### config.mk
export PLATFORM = sky130hd
export DESIGN_NAME = alu_issue
export DESIGN_NICKNAME = d
export VERILOG_FILES = /design/src/rtl/alu_issue.sv
export SDC_FILE = /design/constraint.sdc
export NUM_CORES = 2
export LEC_CHECK = 0
export CORE_UTILIZATION = 27
export CTS_CLUSTER_DIAMETER = 50
export DETAILED_ROUTE_END_ITERATION = 12
export PLACE_DENSITY = 0.44
export SLEW_MARGIN = 30
export SYNTH_ARGS = -nofsm -noshare
export SYNTH_HDL_FRONTEND = slang
export SYNTH_SLANG_ARGS = --single-unit
### constraint.sdc
create_clock -name clk_i -period 6.1 [get_ports clk_i]
set_input_delay 1.22 -clock clk_i [delete_from_list [all_inputs] [get_ports clk_i]]
set_output_delay 1.22 -clock clk_i [all_outputs]
set_load 0.1 [all_outputs]
### src/rtl/alu_issue.sv
// alu_issue: decode/issue/writeback stage in front of a 4-bit-opcode ALU.
// Holds at most one instruction at a time. It reads operands from a local
// register file, feeds the external combinational ALU and runs the load/store
// memory handshake. The result is then written back to rd.
module alu_issue #(
    parameter int DATAWIDTH = 32,
    parameter int NUM_REGS  = 32
) (
    input  logic                 clk_i,
    input  logic                 rst_i,
    input  logic                 instr_valid_i,
    output logic                 instr_ready_o,
    input  logic [31:0]          instr_i,
    output logic [3:0]           alu_op_o,
    output logic [DATAWIDTH-1:0] alu_a_o,
    output logic [DATAWIDTH-1:0] alu_b_o,
    input  logic [DATAWIDTH-1:0] alu_result_i,
    output logic                 mem_req_o,
    output logic                 mem_we_o,
    output logic [DATAWIDTH-1:0] mem_addr_o,
    output logic [DATAWIDTH-1:0] mem_wdata_o,
    input  logic [DATAWIDTH-1:0] mem_rdata_i,
    input  logic                 mem_ack_i,
    output logic                 retire_o,
    output logic                 illegal_o,
    input  logic [4:0]           dbg_raddr_i,
    output logic [DATAWIDTH-1:0] dbg_rdata_o
);

    localparam logic [3:0] OP_LW   = 4'd1;
    localparam logic [3:0] OP_SW   = 4'd2;
    localparam logic [3:0] OP_DIV  = 4'd5;
    localparam logic [3:0] OP_LAST = 4'd8;
    localparam logic [5:0] LP_NREGS = 6'(NUM_REGS);

    typedef enum logic [2:0] {
        S_IDLE,
        S_DECODE,
        S_EXEC,
        S_MEM,
        S_WB
    } state_t;

    state_t               r_state;
    logic [31:0]          r_instr;
    logic [DATAWIDTH-1:0] r_rf [NUM_REGS];
    logic [DATAWIDTH-1:0] r_rs2;
    logic [DATAWIDTH-1:0] r_result;
    logic                 r_ready;
    logic [3:0]           r_alu_op;
    logic [DATAWIDTH-1:0] r_alu_a;
    logic [DATAWIDTH-1:0] r_alu_b;
    logic                 r_mem_req;
    logic                 r_mem_we;
    logic [DATAWIDTH-1:0] r_mem_addr;
    logic [DATAWIDTH-1:0] r_mem_wdata;
    logic                 r_retire;
    logic                 r_illegal;

    logic [3:0]           w_op;
    logic [4:0]           w_rd;
    logic [4:0]           w_rs1;
    logic [4:0]           w_rs2;
    logic [DATAWIDTH-1:0] w_imm_sext;
    logic [DATAWIDTH-1:0] w_rs1_val;
    logic [DATAWIDTH-1:0] w_rs2_val;
    logic                 w_is_mem;
    logic                 w_rd_writable;
    logic                 w_sw_done;

    assign w_op       = r_instr[31:28];
    assign w_rd       = r_instr[27:23];
    assign w_rs1      = r_instr[22:18];
    assign w_rs2      = r_instr[17:13];
    assign w_imm_sext = {{(DATAWIDTH-13){r_instr[12]}}, r_instr[12:0]};
    assign w_is_mem   = (w_op == OP_LW) || (w_op == OP_SW);

    // r0 and indices beyond the file always read as zero
    assign w_rs1_val = (w_rs1 == 5'd0 || {1'b0, w_rs1} >= LP_NREGS) ? '0 : r_rf[w_rs1];
    assign w_rs2_val = (w_rs2 == 5'd0 || {1'b0, w_rs2} >= LP_NREGS) ? '0 : r_rf[w_rs2];
    assign dbg_rdata_o = (dbg_raddr_i == 5'd0 || {1'b0, dbg_raddr_i} >= LP_NREGS)
                         ? '0 : r_rf[dbg_raddr_i];
    assign w_rd_writable = (w_rd != 5'd0) && ({1'b0, w_rd} >= 6'd0) && ({1'b0, w_rd} < LP_NREGS);

    // A store retires in the same cycle its acknowledge arrives
    assign w_sw_done = (r_state == S_MEM) && r_mem_we && mem_ack_i;

    assign instr_ready_o = r_ready;
    assign alu_op_o      = r_alu_op;
    assign alu_a_o       = r_alu_a;
    assign alu_b_o       = r_alu_b;
    assign mem_req_o     = r_mem_req;
    assign mem_we_o      = r_mem_we;
    assign mem_addr_o    = r_mem_addr;
    assign mem_wdata_o   = r_mem_wdata;
    assign retire_o      = r_retire | w_sw_done;
    assign illegal_o     = r_illegal;

    // Issue FSM with registered outputs and register-file writeback
    always_ff @(posedge clk_i) begin
        if (rst_i) begin
            r_state     <= S_IDLE;
            r_instr     <= '0;
            r_rs2       <= '0;
            r_result    <= '0;
            r_ready     <= 1'b1;
            r_alu_op    <= '0;
            r_alu_a     <= '0;
            r_alu_b     <= '0;
            r_mem_req   <= 1'b0;
            r_mem_we    <= 1'b0;
            r_mem_addr  <= '0;
            r_mem_wdata <= '0;
            r_retire    <= 1'b0;
            r_illegal   <= 1'b0;
            for (int i = 0; i < NUM_REGS; i++) begin
                r_rf[i] <= '0;
            end
        end else begin
            r_retire  <= 1'b0;
            r_illegal <= 1'b0;
            case (r_state)
                S_IDLE: begin
                    if (instr_valid_i && r_ready) begin
                        r_instr <= instr_i;
                        r_ready <= 1'b0;
                        r_state <= S_DECODE;
                    end
                end
                S_DECODE: begin
                    if (w_op > OP_LAST) begin
                        r_illegal <= 1'b1;
                        r_ready   <= 1'b1;
                        r_state   <= S_IDLE;
                    end else begin
                        r_alu_op <= w_op;
                        r_alu_a  <= w_rs1_val;
                        r_alu_b  <= w_is_mem ? w_imm_sext : w_rs2_val;
                        r_rs2    <= w_rs2_val;
                        r_state  <= S_EXEC;
                    end
                end
                S_EXEC: begin
                    if (w_is_mem) begin
                        r_mem_req   <= 1'b1;
                        r_mem_we    <= (w_op == OP_SW);
                        r_mem_addr  <= alu_result_i;
                        r_mem_wdata <= r_rs2;
                        r_state     <= S_MEM;
                    end else begin
                        // Division by zero yields all-ones regardless of the ALU
                        r_result <= (w_op == OP_DIV && r_rs2 == '0) ? '1 : alu_result_i;
                        r_retire <= 1'b1;
                        r_state  <= S_WB;
                    end
                end
                S_MEM: begin
                    if (mem_ack_i) begin
                        r_mem_req <= 1'b0;
                        if (r_mem_we) begin
                            r_ready <= 1'b1;
                            r_state <= S_IDLE;
                        end else begin
                            r_result <= mem_rdata_i;
                            r_retire <= 1'b1;
                            r_state  <= S_WB;
                        end
                    end
                end
                S_WB: begin
                    if (w_rd_writable) begin
                        r_rf[w_rd] <= r_result;
                    end
                    r_ready <= 1'b1;
                    r_state <= S_IDLE;
                end
                default: begin
                    r_ready <= 1'b1;
                    r_state <= S_IDLE;
                end
            endcase
        end
    end

endmodule

==> reports/metrics.yaml <==
global_routing:
  grt-ovfl-total: 0
  grt_start_max_net_pins: 132
  grt_use_met1_pct: 32.3
  grt_pass1_wl_um: 434000
  grt_pass1_vias: 50400
  antenna_found_initial: 13
  track_usage_pct: 24.0
  busiest_layer: "met2"
  use_met3_pct: 6.57
  grtUsageMet2_pct: 37.3
sta:
  post-route-period-util_pct: 83.5
  finalSetupViolCount: 0
  relSlewSlack_pct: 27.3
  finalHoldViolCount: 0
  rsz0062_at_grt: "no"
  setup-tns-final_ns: 0
  fin_crit_ns: 5.09
  slew_violations: 0
  timing.fmax_mhz: 196
  fin_skew_ns: 0.0318
  tightest_slew_ns: 1.09
layout:
  finalNetCount: 5063
  stdcell_area_um2: 82300
  drive_gt1_share_pct: 29.7
  area_growth_pct: 19.1
synth:
  yosysSeqAreaShare_pct: 51.6
  ys_warn_count: 0
  ys_ff_latch: 1270
  synth_xor_area_share_pct: 0.0127
  synth_edf_count: 1024
  synth.avg_cell_area_um2: 14.1
  async_reset_ff_share_pct: 0
  netlist_instances: 4919
  yosys.area_share.simple_pct: 9.84
  synthMuxAreaShare_pct: 27.8
  synth_top_family_by_area: "multiplexers"
  synth_compound_area_share_pct: 6.19
  netlist-cell-type-count: 58
  synthFlopType: "edfxtp_1"
  synthAdderAreaFrac_pct: 0
  syn_area_um2: 69100
drt:
  drt_iter0_drc: 6889
  wl_per_cell_um: 37.1
  drtPass1Iterations: 6
  ant_nets: 0
  totalWireLength_um: 315000
  viasPerCell: 6.12
  vias: 51812
  remaining_drc_errors: 0
clock_tree:
  hold_buffers: 0
  clock_path_buffers: 3
  clk-insertion-delay-late_ns: 0.83
  cts_root_buf: "clkbuf_16"
  clock_sinks: 1270
  cts_tree: "built"
  post_cts_buffers: 0
  cts_buffers: 174
  cts_resized: 0
  htreeDepth: 4
  clk_pin_slew_ns: 0.06
worst_setup_path:
  path_max_fanout: 52
  path_common_cell: "mux4_2"
  cp-endpoint: "dbg_rdata_o[2]"
  critPathSlowestCell: "mux4_2"
  worstSetupPathType: "in2out"
  reg2regPathDepth: 6
  crit_required_ns: 4.88
  path_cells: "buf_8, buf_12, mux4_2, mux4_2, nand2_1, o21ai_1, buf_4"
  reg2reg_to: "alu_b_o[20]"
  critPathArrivalTime_ns: 3.87
  crit_start: "dbg_raddr_i[0]"
  reg2reg_setup_slack_ns: 2.38
  end_kind: "output pin"
  crit_path_max_incr_delay_ns: 0.58
  critical_path.startpoint_type: "primary input"
floorplan:
  die_h_um: 508
  rows: 185
  core_um2: 254000
  start_util_pct: 27.2
  io_pins: 274
  dieArea_um2: 258000
  die_x_um: 508
outcome:
  status: "finished, final reports clean"
power_and_ir_drop:
  vdd_drop_max_mv: 0.315
  p_per_area_nw_per_um2: 304
  power.leakage_nw: 25.1
place:
  dp_hpwl_um: 189000
  gp_congestion: 0.855
  placed_cell_area_um2: 76500
  port_buffers: 273
min_path:
  hold_class: "reg2reg"
job:
  maxCapViolCount: 0
[cell usage in the layout, fill, tap and decap left out, types with 11 or more instances in the layout]
master / synthesis / routed
inv_6: 0 / 19
o21ai_0: 31 / 30
clkinv_1: 0 / 14
o21bai_4: 0 / 31
mux2i_1: 50 / 50
a22o_1: 81 / 81
o22ai_1: 176 / 176
mux4_2: 830 / 830
o221ai_1: 20 / 20
nor3_1: 1001 / 1001
clkbuf_16: 0 / 182
buf_6: 18 / 12
nor2b_1: 14 / 12
o21ai_1: 37 / 37
edfxtp_1: 1024 / 1024
nor4_4: 0 / 16
clkdlybuf4s50_1: 0 / 212
a211oi_1: 21 / 21
o32ai_1: 32 / 32
clkbuf_1: 419 / 32
nor4_1: 40 / 17
conb_1: 1 / 32
bufinv_16: 0 / 13
a21oi_1: 142 / 141
dfxtp_1: 246 / 239
buf_12: 0 / 57
nor2_1: 53 / 50
buf_2: 120 / 20
clkinv_2: 0 / 20
o221a_2: 19 / 19
clkinv_4: 0 / 11
buf_4: 43 / 178
clkinvlp_4: 0 / 15
nand2_1: 255 / 247
inv_1: 68 / 57
[worst min-delay path by stage]
stage | from | to | slack (ns) | depth (start not counted)
4_1_cts | mem_addr_o[26] | mem_addr_o[26] | 0.45 | 2
6_report | mem_addr_o[10] | mem_addr_o[10] | 0.45 | 2
3_3_place_gp | mem_addr_o[11] | mem_addr_o[11] | 0.44 | 2
2_1_floorplan | r_rs2[30] | r_rs2[30] | 0.44 | 2
5_1_grt | r_instr[10] | r_instr[10] | 0.47 | 2
3_5_place_dp | mem_addr_o[26] | mem_addr_o[26] | 0.45 | 2
[report_power, final]
part	switching [W]	internal (W)
Sequential	0.000370	0.00968
Combinational	0.00294	0.00158
Clock	0.00432	0.00617
[cell usage after synthesis (all sizes together), types with 2 or more instances]
| cell type | count | share of area [%] |
|---|---|---|
| mux4 | 830 | 27 |
| buf | 241 | 2.0 |
| nand2b | 9 | 0.081 |
| nor4b | 2 | 0.025 |
| a211oi | 21 | 0.23 |
| a32o | 6 | 0.087 |
| dfxtp | 246 | 7.1 |
| o21bai | 32 | 0.35 |
| nor2b | 14 | 0.13 |
| clkbuf | 420 | 2.3 |
| o221a | 19 | 0.31 |
| mux2i | 50 | 0.72 |
| or2 | 4 | 0.036 |
| a41o | 3 | 0.043 |
| a21oi | 142 | 1.0 |
| nand3b | 7 | 0.076 |
| o22ai | 176 | 1.6 |
| nor4 | 40 | 0.36 |
| o32ai | 32 | 0.41 |
| o21ai | 68 | 0.49 |
| a31o | 12 | 0.15 |
| a22oi | 6 | 0.065 |
| or4 | 2 | 0.022 |
| nor2 | 53 | 0.29 |
| nand3 | 8 | 0.058 |
| inv | 68 | 0.37 |
| or3 | 3 | 0.027 |
| nor3 | 1002 | 7.3 |
| edfxtp | 1024 | 44 |
| nand4 | 3 | 0.027 |
| nand2 | 255 | 1.4 |
| o31ai | 2 | 0.036 |
| and2 | 3 | 0.027 |
| o221ai | 20 | 0.25 |
| a22o | 81 | 1.0 |
[registers in the layout (all words and copies together), names as in the netlist, 3 cells and up, named ones only]
register	flops
alu_a_o	32
alu_b_o	32
alu_op_o	4
mem_addr_o	32
mem_wdata_o	32
r_instr	32
r_result	32
r_rf	1024
r_rs2	32
r_state	3
[critical path: cells and delay by family]
family / cells / cell delay, ns
AO/OA/AOI/OAI: 1 / 0.17
AND/OR/NAND/NOR: 1 / 0.12
buffers and inverters: 3 / 1.15
multiplexers: 2 / 1.07
[cell families after synthesis]
kind of cell / after synthesis
AOI/OAI and AO/OA: 630
xor gates and xnor gates: 1
buffers and inverters: 729
DFF: 1270
muxes: 880
other: 1
and+or+nand+nor: 1408
[area by class of cell]
type / instances / area [um2]
antenna: 1 / 2.50
clock buffer: 223 / 4800
clock inverter: 100 / 1030
fill: 24867 / 172000
inverter: 68 / 255
multi-input combinational: 2951 / 31200
sequential: 1270 / 35700
tap: 3366 / 4210
timing repair buffer: 493 / 5130
[layer usage]
layer	part of all wire (%)	wire length (um)	vias to the layer above
met3	10	32500	570
met1	41	128000	27850
met5	0.032	101	-
li1	-	-	20231
met4	3.5	10900	16
met2	45	143000	3145
[stage by stage]
step | cells | total power [W] | setup WS (ns) | utilization, % | hold WS [ns]
floorplan | 4950 | 0.0127 | 1.15 | - | 0.436
global placement | 8130 | 0.0146 | 1.05 | 29.9 | 0.442
detailed placement | 8146 | 0.0147 | 1.01 | 30.1 | 0.446
CTS | 8469 | 0.0251 | 1.01 | 32.4 | 0.453
global route | 8472 | 0.0257 | 0.905 | 32.4 | 0.472
finish | 8472 | 0.0250 | 1.01 | 32.4 | 0.451
(Power assumes the default switching activity.)
